[src/rtl/mult_pkg.sv]
`default_nettype none
// ============================================================================
// Package     : mult_pkg
// Description : Shared types and constants for the sequential signed
//               Booth multiplier (operand width, FSM state encoding,
//               step-counter width).
// Revision    : 1.0 - initial release
// ============================================================================
package mult_pkg;

  // Default operand width; HI and LO are each this wide.
  localparam int MULT_WIDTH = 32;

  // Step counter counts MULT_WIDTH-1 down to 0.
  localparam int MULT_CNT_W = $clog2(MULT_WIDTH);

  // Controller states. Prefixed so they never collide with the DONE port.
  typedef enum logic [1:0] {
    ST_IDLE = 2'd0,
    ST_RUN  = 2'd1,
    ST_DONE = 2'd2
  } mult_state_t;

endpackage : mult_pkg
`default_nettype wire

[src/rtl/mult32_booth_step.sv]
`default_nettype none
// ============================================================================
// Module      : mult32_booth_step
// Description : One radix-2 Booth iteration. Inspects the two LSBs of the
//               (2*WIDTH+1)-bit accumulator, adds/subtracts the multiplicand
//               into the upper WIDTH bits, then arithmetic-shifts right by 1.
// Revision    : 1.0 - initial release
// ============================================================================
module mult32_booth_step #(
  parameter int WIDTH = 32
) (
  input  logic [2*WIDTH:0] acc_i,
  input  logic [WIDTH-1:0] mcand_i,
  output logic [2*WIDTH:0] acc_o
);

  // Upper partial-product field of the accumulator.
  logic [WIDTH-1:0] w_upper;
  // Sign-extended copies so the add/subtract cannot lose its sign: e.g.
  // 0 - (-2^(WIDTH-1)) needs WIDTH+1 bits to stay positive.
  logic [WIDTH:0]   w_upper_x;
  logic [WIDTH:0]   w_mcand_x;
  logic [WIDTH:0]   w_sum;

  assign w_upper   = acc_i[2*WIDTH:WIDTH+1];
  assign w_upper_x = {w_upper[WIDTH-1], w_upper};
  assign w_mcand_x = {mcand_i[WIDTH-1], mcand_i};

  // Booth recoding of the current multiplier bit pair {b(i), b(i-1)}.
  always_comb begin
    w_sum = w_upper_x;
    case (acc_i[1:0])
      2'b01:   w_sum = w_upper_x + w_mcand_x;
      2'b10:   w_sum = w_upper_x - w_mcand_x;
      default: w_sum = w_upper_x;
    endcase
  end

  // Arithmetic shift right: the true sign of the widened sum becomes the new
  // MSB, and the multiplier bit just consumed drops out at the bottom.
  assign acc_o = {w_sum[WIDTH], w_sum, acc_i[WIDTH:1]};

endmodule : mult32_booth_step
`default_nettype wire

[src/rtl/mult32_seq_signed.sv]
`default_nettype none
// ============================================================================
// Module      : mult32_seq_signed
// Description : Sequential WIDTH x WIDTH signed multiplier for the execute
//               stage. One Booth step per clock, START/DONE handshake,
//               registered HI/LO that hold until the next completion.
// Revision    : 1.0 - initial release
// ============================================================================
module mult32_seq_signed
  import mult_pkg::*;
#(
  parameter int WIDTH = MULT_WIDTH
) (
  input  logic             CLK,
  input  logic             RST_N,
  input  logic             START,
  input  logic [WIDTH-1:0] A,
  input  logic [WIDTH-1:0] B,
  output logic [WIDTH-1:0] HI,
  output logic [WIDTH-1:0] LO,
  output logic             BUSY,
  output logic             DONE
);

  localparam int CNT_W = (WIDTH == MULT_WIDTH) ? MULT_CNT_W : $clog2(WIDTH);
  localparam logic [CNT_W-1:0] CNT_LAST = CNT_W'(WIDTH - 1);

  mult_state_t         state_q, state_d;
  logic [2*WIDTH:0]    acc_q,   acc_d;
  logic [WIDTH-1:0]    mcand_q, mcand_d;
  logic [CNT_W-1:0]    cnt_q,   cnt_d;
  logic [WIDTH-1:0]    hi_q,    hi_d;
  logic [WIDTH-1:0]    lo_q,    lo_d;

  // Accumulator value after the Booth step for the current cycle.
  logic [2*WIDTH:0]    step_acc;

  mult32_booth_step #(
    .WIDTH (WIDTH)
  ) u_booth_step (
    .acc_i   (acc_q),
    .mcand_i (mcand_q),
    .acc_o   (step_acc)
  );

  // State and datapath registers; reset aborts any operation in flight.
  always_ff @(posedge CLK or negedge RST_N) begin
    if (!RST_N) begin
      state_q <= ST_IDLE;
      acc_q   <= '0;
      mcand_q <= '0;
      cnt_q   <= '0;
      hi_q    <= '0;
      lo_q    <= '0;
    end else begin
      state_q <= state_d;
      acc_q   <= acc_d;
      mcand_q <= mcand_d;
      cnt_q   <= cnt_d;
      hi_q    <= hi_d;
      lo_q    <= lo_d;
    end
  end

  // Next-state logic: capture in IDLE, step in RUN, one-cycle DONE.
  always_comb begin
    state_d = state_q;
    acc_d   = acc_q;
    mcand_d = mcand_q;
    cnt_d   = cnt_q;
    hi_d    = hi_q;
    lo_d    = lo_q;

    case (state_q)
      ST_IDLE: begin
        if (START) begin
          state_d = ST_RUN;
          mcand_d = A;
          // Multiplier in the low half with a zero "b(-1)" guard bit.
          acc_d   = {{WIDTH{1'b0}}, B, 1'b0};
          cnt_d   = CNT_LAST;
        end
      end

      ST_RUN: begin
        acc_d = step_acc;
        cnt_d = cnt_q - CNT_W'(1);
        if (cnt_q == '0) begin
          // Last step: publish the product straight from the step output so
          // the result and DONE appear on the same edge.
          state_d = ST_DONE;
          hi_d    = step_acc[2*WIDTH:WIDTH+1];
          lo_d    = step_acc[WIDTH:1];
        end
      end

      ST_DONE: begin
        state_d = ST_IDLE;
      end

      default: begin
        state_d = ST_IDLE;
      end
    endcase
  end

  assign HI   = hi_q;
  assign LO   = lo_q;
  assign BUSY = (state_q != ST_IDLE);
  assign DONE = (state_q == ST_DONE);

endmodule : mult32_seq_signed
`default_nettype wire

[config.mk]
export PLATFORM = sky130hd
export DESIGN_NAME = mult32_seq_signed
export DESIGN_NICKNAME = d
export VERILOG_FILES = /design/src/rtl/mult_pkg.sv /design/src/rtl/mult32_booth_step.sv /design/src/rtl/mult32_seq_signed.sv
export SDC_FILE = /design/constraint.sdc
export NUM_CORES = 1
export LEC_CHECK = 0
export ABC_AREA = 1
export CORE_MARGIN = 3
export CORE_UTILIZATION = 56
export CTS_CLUSTER_DIAMETER = 40
export CTS_CLUSTER_SIZE = 25
export DETAILED_ROUTE_END_ITERATION = 10
export GPL_TIMING_DRIVEN = 0
export PLACE_DENSITY = 0.92
export SYNTH_ARGS = -nofsm -noshare
export SYNTH_HDL_FRONTEND = slang
export SYNTH_HIERARCHICAL = 1
export SYNTH_SLANG_ARGS = --single-unit
[constraint.sdc]
create_clock -name CLK -period 3.72 [get_ports CLK]
set_clock_uncertainty 0.1 [all_clocks]
set_input_delay 1.116 -clock CLK [delete_from_list [all_inputs] [get_ports CLK]]
set_output_delay 1.116 -clock CLK [all_outputs]
set_load 0.01 [all_outputs]
# == Word level (Yosys, flattened, before mapping) ==
# Cells that the tools add are included.
# word_totals
ff_bits,168
in_bits,67
output_inout_bits,66
elab_cells,31
# classes
n_addsub,3
n_eq_ne,6
n_mux,8
reduce_logical,8
# ops
op,n
one-hot mux 65 bit (2 select lines),1
one-hot mux 33 bit (2 select lines),1
two-way mux 65 bit,1
adder 32 x 32 -> 33 bit,1
subtractor 32 x 32 -> 33 bit,1
one-hot mux 5 bit (2 select lines),1
AND reduction 2 bit,4
logical NOT 5 bit,1
two-way mux 5 bit,1
subtractor 5 x 1 -> 5 bit (second input constant),1
equality test 2 x 1 -> 1 bit (second input constant),2
equality test 2 bit (second input constant),2
two-way mux 2 bit,2
!= test 2 bit (second input constant),2
one-hot mux 2 bit (2 select lines),1
nonzero test 2 bit,2
logical NOT 2 bit,1

# == Logic depth before layout (Yosys ltp) ==
# Gate-level depths: netlist of the first run.
# logic_depth
word_depth,3
ltp_mapped,24
depth_no_buf,24

# == Hierarchy ==
# The synthesis of the first run kept the hierarchy.
# by_module_without_submodules
module,instances,cells_each,area_each_um2,seq_area_each_um2
mult32_seq_signed,1,758,6548.8,4204.0
mult32_booth_step,1,749,3804.9,0.0

# == Worst setup path after synthesis of the first run ==
# OpenSTA, ideal clock, no wires.
# synth_path
kind,flip-flop to flip-flop
start,register mcand_q[0]
end,register acc_q[64]
setup_time_ps,117
arrival_ps,2618
required_time_ps,3503
slack_ps,885
stages_incl_launch_ff,25
n_path_buf,0
period_less_slack_ps,2835
path_cell_list,dfrtp_1 -> inv_1 -> ha_1 -> nand2_1 -> nor2_2 -> inv_1 -> nor3_1 -> nor2_1 -> xor2_1 -> inv_1 -> ha_1 -> nand2_1 -> inv_1 -> nand2_1 -> nand2_1 -> a21oi_1 -> nand2_2 -> nand2_2 -> nand2_2 -> inv_1 -> nand3_2 -> nand3_1 -> nand2_1 -> nand2_1 -> nand2_1
# synth_via
elab_chain_cells,3
word_cells_on_any_way,4
cone_classes,2 x add/sub; 2 x mux
# synth_lines
element,line,source
"start, declared",mult32_seq_signed.sv:30,"logic [WIDTH-1:0] mcand_q, mcand_d;"
"start signal, assigned",mult32_seq_signed.sv:58,mcand_q <= mcand_d;
subtractor 32 x 32 -> 33 bit / adder 32 x 32 -> 33 bit (equally long branches),"mult32_booth_step.sv:34, mult32_booth_step.sv:33",
one-hot mux 33 bit (2 select lines) (*),mult32_booth_step.sv:32,case (acc_i[1:0])
named net step_acc[64],mult32_seq_signed.sv:36,logic [2*WIDTH:0] step_acc;
one-hot mux 65 bit (2 select lines) (*),mult32_seq_signed.sv:74,case (state_q)
"end signal, assigned",mult32_seq_signed.sv:50,acc_q <= '0;
"end signal, assigned",mult32_seq_signed.sv:57,acc_q <= acc_d;
"end, declared",mult32_seq_signed.sv:29,"logic [2*WIDTH:0] acc_q, acc_d;"
# The timed path passes the listed nets; every way through them passes the cells marked *.
# A chain may end at the register's enable or synchronous reset.

# == Worst setup path in the final report of the first run ==
# layout_path
start,register acc_q[1]
end,"register hi_q[31], in the netlist HI[31]"
# layout_via
elab_chain_cells,2
word_cells_on_any_way,3
cone_classes,2 x eq/ne; 1 x mux
# layout_lines
element,line,source
equality test 2 bit / equality test 2 x 1 -> 1 bit (equally long branches),mult32_booth_step.sv:32,
one-hot mux 33 bit (2 select lines) (*),mult32_booth_step.sv:32,
named net step_acc[64],mult32_seq_signed.sv:36,
"end signal, assigned",mult32_seq_signed.sv:60,hi_q <= hi_d;
"end, declared",mult32_seq_signed.sv:32,"logic [WIDTH-1:0] hi_q, hi_d;"
# Marked as above.

==> results of run 1 <==
## power breakdown
part | total [µW] | internal (µW) | switching (µW)
Sequential | 3430 | 2740 | 694
Combinational | 9320 | 3560 | 5760
Clock | 1760 | 895 | 870
Total | 14500 | 7190 | 7330
## path summary, 6_finish.rpt
check / slack (ns) / end / depth (start not counted)
min in group asynchronous: 0.50 / HI[4] / 1
max in group asynchronous: 2.13 / acc_q[64] / 2
max: 0.08 / HI[31] / 21
min reg2reg: 0.38 / HI[16] / 2
min: 0.38 / HI[16] / 2
max reg2reg: 0.08 / HI[31] / 21
## cells in the final DEF, fill, tap and decap left out, types with 13 or more instances in the layout
| cell type | instances |
|---|---|
| buf_4 | 41 |
| clkbuf_1 | 19 |
| o21ai_0 | 32 |
| inv_1 | 120 |
| nor2_1 | 85 |
| dfrtp_1 | 168 |
| ha_1 | 34 |
| a21oi_1 | 36 |
| nand2_2 | 15 |
| nand3_1 | 78 |
| clkdlybuf4s50_1 | 131 |
| clkbuf_16 | 17 |
| xnor2_1 | 13 |
| xor2_1 | 21 |
| buf_2 | 18 |
| nand2_1 | 737 |
## timing repair
action | CTS | global route
setup buffers | 0 | 1
setup endpoints to repair | 0 | 33
resized for setup | 0 | 9
hold endpoints to repair | 0 | 0
## final cells by class
class / count / area [µm²]
flip-flops and latches: 168 / 4200
clock inverters: 15 / 155
repair buffers: 134 / 1360
fillers: 1474 / 5480
clock buffers: 17 / 425
multi-input cells: 1136 / 5240
well taps: 229 / 287
plain buffers: 78 / 467
inverters: 125 / 473
## per-layer routing
| layer | part of all wire, % | track usage [%] |
|---|---|---|
| met1 | 43 | 39.2 |
| met2 | 48 | 50.2 |
| met3 | 6.9 | 5.65 |
| met4 | 2.6 | 10.4 |
| met5 | 0 | 0 |
## registers in the layout, summed over array words and instances (netlist names)
register	cells
HI	32
mcand_q	32
cnt_q	5
LO	32
state_q	2
acc_q	65
## critical path, delay by kind of cell (launching register included)
kind / cells / cell delay (ns)
AO/OA/AOI/OAI: 2 / 0.45
XOR/XNOR: 1 / 0.32
adder cells (fa/ha/maj): 2 / 0.54
buffers and inverters: 5 / 0.70
flip-flops: 1 / 0.42
AND/OR/NAND/NOR: 11 / 0.98
## logic make-up after synthesis
kind of cell | synth area share (%)
adder cells (fa/ha/maj) | 4.42
XOR/XNOR | 2.88
AO/OA/AOI/OAI | 4.92
buffers and inverters | 9.03
AND/OR/NAND/NOR | 38.2
flip-flops | 40.6
## stage by stage
| step | cells | instance area [µm²] | setup TNS, ns |
|---|---|---|---|
| 2_1_floorplan | 1507 | 10400 | 0 |
| 3_3_place_gp | 1868 | 12000 | -912.75 |
| 3_5_place_dp | 1869 | 12000 | 0 |
| 4_1_cts | 1901 | 12600 | 0 |
| 5_1_grt | 1902 | 12600 | -0.0286 |
| 6_report | 1902 | 12600 | 0 |
==> reports/metrics.yaml, run 1 <==
vias_per_cell: 5.35
grt_pass1_wl_um: 48400
place_ws_ns: 0.207
hold_viol_final: 0
grt_max_degree: 105
fin_crit_sh_pct: 97.9
core_um2: 18100
slowest_stage: "dfrtp_1"
clkTransAtPathRegs_ns: 0.08
slew_violations: 0
antenna_cells: 0
p_leak_uw: 0.00674
io_pins: 133
grt_pass1_vias: 9833
nets: 1763
synth_edf_count: 0
drcViolationCount: 0
gp_congestion: 0.972
async_reset_ff_share_pct: 100
outcome: "completed"
worstSetupEndpointType: "flop"
grt_use_total_pct: 29.9
worst_pin_slew_ns: 0.735
startpoint: "acc_q[1]"
max_cap_violations: 0
numCtsBuffers: 17
die_area_um2: 20200
synthesis.area_um2: 10400
ys.flop_type: "dfrtp_1"
yosysMostFrequentCell: "nand2_1"
tritoncts: "done"
timing.rr.start: "acc_q[1]"
ys_warn_count: 6
relSlewSlack_pct: 51.0
fin_crit_ns: 3.64
cpPeakStageDelay_ns: 0.42
yosysTopAreaCellShare_pct: 40.6
vias: 10172
crit_arrival_ns: 3.86
routedWlPerCell_um: 15.7
min_path_type: "flop to flop"
whs_ns: 0.377
drive_above_1_share_pct: 8.25
ir_drop_mv: 0.469
antenna_found_initial: 0
insertion_delay_ns: 0.44
cts_hold_buf: 0
synth_fp_nets: 1610
ys_types: 37
die_y_um: 142
drt_wl_total_um: 29800
dp_hpwl_um: 22400
synth_seq_area_share_pct: 40.6
dr.pass1.iters: 5
synth_top_area_cell: "dfrtp_1"
htreeDepth: 4
layout_setup_ws_ns: 0.0764
max_freq_mhz: 274
synth_common_cells: "738 x nand2_1, 168 x dfrtp_1, 121 x inv_1"
io_buffers: 132
hp-start: "HI[16]"
fin_util_pct: 69.7
syn_to_final_growth_pct: 21.8
path_max_fanout: 10
drtIter0Drc: 769
initial_core_util_pct: 57.2
ys_ff_latch: 168
worst_setup_path_start_kind: "flop"
grt-ovfl-total: 0
die_x_um: 142
power.density_nw_per_um2: 1150
clk_path_buf_depth: 2
clock_sink_count: 168
critical_path_class: "flop to flop"
synth_cells: 1507
cts_root_buf: "clkbuf_16"
crit_top_cell: "nand2_1"
yosys-top-cells-area: "dfrtp_1 41%, nand2_1 27%, inv_1 4.4%"
setup_viol: 0
path_cells: "ha_1, buf_2, clkinvlp_4, buf_4, nand2_2, nand2_2, nor2_4, xor2_1, ha_1, nand2_1, inv_1, a21oi_1, nand2_1, a21oi_1, nand2_2, inv_1, nand3_2, nand3_1, nand2_1, nand2_1, nand2_1"
fp-row-count: 49
syn_area_per_cell_um2: 6.87
cp.required_ns: 3.94
power_uw: 14500
detail-route-antenna-nets: 0
Power figures use the tool's default switching activity.
==> inputs of run 2 (changes only) <==
Settings changed: GPL_ROUTABILITY_DRIVEN set to 0.
==> run 2 against run 1 <==
- critical path type unchanged
- global-route usage down 0.77 points
- sequential power about the same
- critical endpoint is now HI[27]
- largest cell class unchanged
- sequential share of layout area about the same
- cell count did not move
- count of clock-buffer cells in the layout is the same
==> reports/metrics.yaml, run 2 (synthesis results as in run 1) <==
crit_family: "simple AND/OR/NAND/NOR gates"
dp_hpwl_um: 21500
combPwrFrac_pct: 64.0
slew_violations: 0
path_cells: "inv_1, ha_1, nand2_1, nor2_4, inv_1, nor3_2, a31oi_1, xnor2_1, ha_1, nand2_1, inv_1, nand2_1, nand2_1, a21oi_2, nor2_1, nor2_1, nand3_1, nand3_1, nand2_1, nand2_1, nand2_1"
fp-row-count: 49
timing.rr.start: "mcand_q[0]"
syn_to_final_growth_pct: 21.8
io_buffers: 132
fin_util_pct: 69.7
drt_wl_total_um: 29400
power.density_nw_per_um2: 1150
setup_tns_ns: 0
worstSetupEndpointType: "flop"
final_cell_mix: "737 x nand2_1, 168 x dfrtp_1, 131 x clkdlybuf4s50_1, 120 x inv_1, 86 x nor2_1"
crit_top_cell: "nand2_1"
cts_root_buf: "clkbuf_16"
cts_hold_buf: 0
detail-route-antenna-nets: 0
routedWlPerCell_um: 15.5
critical_path_class: "flop to flop"
grt_max_degree: 103
seq_power_share_pct: 23.8
core_um2: 18100
grt_use_total_pct: 29.2
nets: 1763
startpoint: "mcand_q[0]"
drive_above_1_share_pct: 8.13
numCtsBuffers: 17
ff2ff_path_depth: 21
crit_arrival_ns: 3.77
path_buf_inv: 3
clk_path_buf_depth: 2
final_common_cell: "nand2_1"
clkTransAtPathRegs_ns: 0.07
fin_crit_sh_pct: 95.1
antenna_found_initial: 0
max_freq_mhz: 283
hold_viol_final: 0
io_pins: 133
clock_sink_count: 168
fin_crit_ns: 3.54
cpPeakStageDelay_ns: 0.42
grt-ovfl-total: 0
tritoncts: "done"
slowest_stage: "dfrtp_1"
p_leak_uw: 0.00674
vias: 10409
htreeDepth: 4
largest_reg_flops: 65
insertion_delay_ns: 0.44
clock_power_share_pct: 12.2
cp.depth: 21
grt_pass1_wl_um: 47400
min_path_type: "flop to flop"
p_sw_uw: 7310
worst_pin_slew_ns: 0.723
die_area_um2: 20200
antenna_cells: 0
outcome: "completed"
path_max_fanout: 6
swShare_pct: 50.4
die_y_um: 142
initial_core_util_pct: 57.2
grt_pass1_vias: 10049
r2r_end: "HI[27]"
die_x_um: 142
p_int_uw: 7190
cp.required_ns: 3.95
crit_path_end: "HI[27]"
r2r_slack_ns: 0.18
top_register: "acc_q"
drcViolationCount: 0
vias_per_cell: 5.47
drtIter0Drc: 1149
max_cap_violations: 0
worst_setup_path_start_kind: "flop"
dr.pass1.iters: 6
setup_viol: 0
ir_drop_mv: 0.562
relSlewSlack_pct: 51.8
run 2: cell types whose count changed in the layout (fill, tap and decap cells not counted), sizes merged:
| cell | previous run | this run |
|---|---|---|
| clkbuf | 37 | 36 |
| buf | 61 | 62 |
| inv | 130 | 131 |
| clkinv | 7 | 6 |
run 2: cell type report:
class,count,area (µm²)
repair buffers,134,1360
plain buffers,78,465
inverters,125,473
multi-input cells,1136,5240
flip-flops and latches,168,4200
clock inverters,15,156
clock buffers,17,425
well taps,229,287
fillers,1369,5480
run 2: routing by layer:
layer / global-route usage [%] / part of all wire [%] / vias to the layer above
met4: 14.6 / 4.6 / 0
li1: - / - / 4955
met3: 7.12 / 9.4 / 128
met1: 35.2 / 39 / 4784
met2: 49.0 / 47 / 542
met5: 0 / 0 / -
run 2: how the worst min path moves through the flow:
stage                  start  endpoint  cells after the start
floorplan           acc_q[0]  acc_q[0]                      2
global placement    acc_q[0]  acc_q[0]                      2
detailed placement    LO[12]    LO[12]                      2
CTS                 acc_q[0]  acc_q[0]                      2
global route          LO[13]    LO[13]                      2
finish                HI[20]    HI[20]                      2
run 2: power groups by stage:
stage	Clock (µW)	Sequential (µW)	Combinational [µW]
6_report	1760	3460	9270
5_1_grt	1850	3560	10200
4_1_cts	1780	3440	9000
3_5_place_dp	0	3440	8900
3_3_place_gp	0	3410	8550
2_1_floorplan	0	3450	6200
run 2: timing repair:
item | CTS | global route
gates resized for setup | 0 | 6
endpoints found under the setup margin | 0 | 26
setup buffers | 0 | 1
run 2: worst reg2reg max path, stage by stage (launching register included):
cell and delay [ns]:
dfrtp_1 0.42, inv_1 0.14, ha_1 0.19, nand2_1 0.11, nor2_4 0.20, inv_1 0.09, nor3_2 0.16, a31oi_1 0.13
xnor2_1 0.28, ha_1 0.36, nand2_1 0.11, inv_1 0.06, nand2_1 0.07, nand2_1 0.10, a21oi_2 0.20, nor2_1 0.08
nor2_1 0.21, nand3_1 0.15, nand3_1 0.10, nand2_1 0.07, nand2_1 0.07, nand2_1 0.05
run 2: metrics by stage:
step | power [µW] | instances | hold slack (ns) | area (µm²) | worst slack (ns)
2_1_floorplan | 9660 | 1507 | 0.342 | 10400 | 0.885
3_3_place_gp | 12000 | 1868 | 0.354 | 12000 | -5.35
3_5_place_dp | 12300 | 1869 | 0.364 | 12000 | 0.281
4_1_cts | 14200 | 1901 | 0.383 | 12600 | 0.213
5_1_grt | 15600 | 1902 | 0.405 | 12600 | -0.000475
6_report | 14500 | 1902 | 0.381 | 12600 | 0.181
==> inputs of run 3 (changes only) <==
Settings changed: CORE_UTILIZATION 56 to 55, PLACE_DENSITY 0.92 to 0.91, SYNTH_HIERARCHICAL 1 to unset.
==> run 3 against run 2 <==
- design area down 3.9%
- sequential share of layout area is 1.3 points higher
- count of clock-buffer cells in the layout unchanged
==> reports/metrics.yaml, run 3 <==
layout_setup_ws_ns: 0.131
yosysMostFrequentCell: "nand2_1"
vias: 10008
initial_core_util_pct: 56.4
synth_common_cells: "410 x nand2_1, 168 x dfrtp_1, 136 x inv_1"
final_cell_mix: "410 x nand2_1, 168 x dfrtp_1, 136 x inv_1, 131 x clkdlybuf4s50_1, 122 x o21ai_0"
grt-ovfl-total: 0
dp_hpwl_um: 22000
dr.pass1.iters: 6
multiInputGateArea_um2: 4920
largest_reg_flops: 65
async_reset_ff_share_pct: 100
fp-row-count: 48
synth_top_area_cell: "dfrtp_1"
synth_edf_count: 0
path_buf_inv: 5
cts_root_buf: "clkbuf_16"
cpPeakStageDelay_ns: 0.37
syn_area_per_cell_um2: 7.51
numCtsBuffers: 17
yosysTopAreaCellShare_pct: 42.8
synth_fp_nets: 1413
vias_per_cell: 5.89
min_path_type: "flop to flop"
final-seq-area_um2: 4200
die_area_um2: 19500
synth_seq_area_share_pct: 42.8
worst_setup_path_start_kind: "flop"
path_cells: "inv_1, ha_1, buf_2, clkbuf_2, nor2_1, xnor2_1, ha_1, nand2_1, inv_1, a21oi_2, inv_1, a21oi_2, nand2_1, nand2_1, nand2_1, nand2_1, nand3_1, nand3_1, nand2_1"
ys_ff_latch: 168
antenna_cells: 0
grt_pass1_wl_um: 48800
crit_top_cell: "nand2_1"
max_freq_mhz: 279
cp.required_ns: 3.95
detail-route-antenna-nets: 0
worstSetupEndpointType: "flop"
place_ws_ns: 0.173
grt_max_degree: 110
synthesis.area_um2: 9830
setup_viol: 0
placed_area_um2: 11500
insertion_delay_ns: 0.45
drtIter0Drc: 1166
ys_warn_count: 0
drive_above_1_share_pct: 7.73
drt_wl_total_um: 30300
worst_pin_slew_ns: 0.799
ys_types: 45
critical_path_class: "flop to flop"
cts_hold_buf: 0
outcome: "completed"
path_max_fanout: 10
core_um2: 17400
fin_util_pct: 69.6
slew_violations: 0
max_cap_violations: 0
clkTransAtPathRegs_ns: 0.07
drcViolationCount: 0
htreeDepth: 4
die_x_um: 140
die_y_um: 140
ys.flop_type: "dfrtp_1"
final_common_cell: "nand2_1"
fin_area_um2: 12100
io_buffers: 132
relSlewSlack_pct: 46.8
fin_crit_sh_pct: 96.5
synth_cells: 1309
fin_crit_ns: 3.59
antenna_found_initial: 0
clk_path_buf_depth: 2
routedWlPerCell_um: 17.8
slowest_stage: "dfrtp_1"
top_register: "acc_q"
fillers: 1263
clock_sink_count: 168
hold_viol_final: 0
syn_to_final_growth_pct: 23.4
crit_arrival_ns: 3.82
nets: 1565
grt_pass1_vias: 9908
grt_use_total_pct: 30.9
rsz0062_at_grt: "yes"
io_pins: 133
yosys-top-cells-area: "dfrtp_1 43%, nand2_1 16%, o21ai_0 6.3%"
crit_family: "simple AND/OR/NAND/NOR gates"
tritoncts: "done"
==> run 3: changes by cell type in the layout (fill, tap and decap cells not counted), moves of 7 or more <==
cell | before | now
o21ai_0 | 33 | 122
o21ai_1 | 11 | 18
nor3_1 | 13 | 5
inv_1 | 120 | 136
a22oi_1 | 1 | 32
nand2_1 | 737 | 410
buf_4 | 41 | 2
==> run 3: final cells by class <==
| class | count | area share, % |
|---|---|---|
| Multi-Input combinational cell | 955 | 40.6 |
| Timing Repair Buffer | 133 | 11.2 |
| Clock inverter | 15 | 1.68 |
| Sequential cell | 168 | 34.7 |
| Clock buffer | 17 | 3.51 |
| Inverter | 141 | 4.37 |
| Tap cell | 225 | 2.32 |
| Buffer | 45 | 1.65 |
==> run 3: final timing paths <==
| check | from | to | slack [ns] | cells after the start |
|---|---|---|---|---|
| worst max-delay path | acc_q[0] | HI[21] | 0.13 | 19 |
| worst min-delay path | HI[28] | HI[28] | 0.38 | 2 |
| worst max register to register | acc_q[0] | HI[21] | 0.13 | 19 |
| worst min register to register | HI[28] | HI[28] | 0.38 | 2 |
| max in group asynchronous | RST_N | LO[12] | 2.14 | 2 |
| min in group asynchronous | RST_N | HI[24] | 0.46 | 1 |
==> run 3: worst reg2reg max path, delay by kind of cell, from the launching register on <==
kind,cells,cell delay [ns]
XOR/XNOR,1,0.33
AND/OR/NAND/NOR,9,0.84
AO/OA/AOI/OAI,2,0.41
buffers and inverters,5,0.84
adder cells (fa/ha/maj),2,0.61
flip-flops,1,0.37
==> run 3: timing repair <==
item,CTS,global route
endpoints found under the setup margin,0,44
gates resized for setup,0,12
buffers inserted,0,0
==> run 3: through the flow <==
step | std cells | setup TNS [ns] | hold slack [ns]
final | 1699 | 0 | 0.382
after global routing | 1699 | -0.210 | 0.416
after CTS | 1699 | 0 | 0.384
after detailed placement | 1667 | 0 | 0.365
after global placement | 1666 | -880.49 | 0.365
after floorplan | 1309 | 0 | 0.352
==> run 3: per-layer routing <==
metal | wire length [µm] | vias to the layer above | track usage (%)
met1 | 11800 | 4696 | 39.6
met4 | 1180 | 0 | 13.2
met5 | 0 | - | 0
li1 | - | 4541 | -
met2 | 14100 | 655 | 50.4
met3 | 3250 | 116 | 7.56
==> run 3: cells by family (layout without fill, tap and decap cells) <==
family                     count (synthesis)  after routing  share of synthesized area (%)
adders and majority gates                 37             37                           4.79
AOI/OAI and AO/OA                        245            245                           14.5
xor gates and xnor gates                  36             36                           3.21
and+or+nand+nor                          635            635                           27.1
DFF                                      168            168                           42.8
buffers and inverters                    186            351                           7.40
muxes                                      2              2                          0.204
Power of run 3 is not shown: default switching activity piles up to over one toggle a cycle in this logic, so the estimate is an artifact.
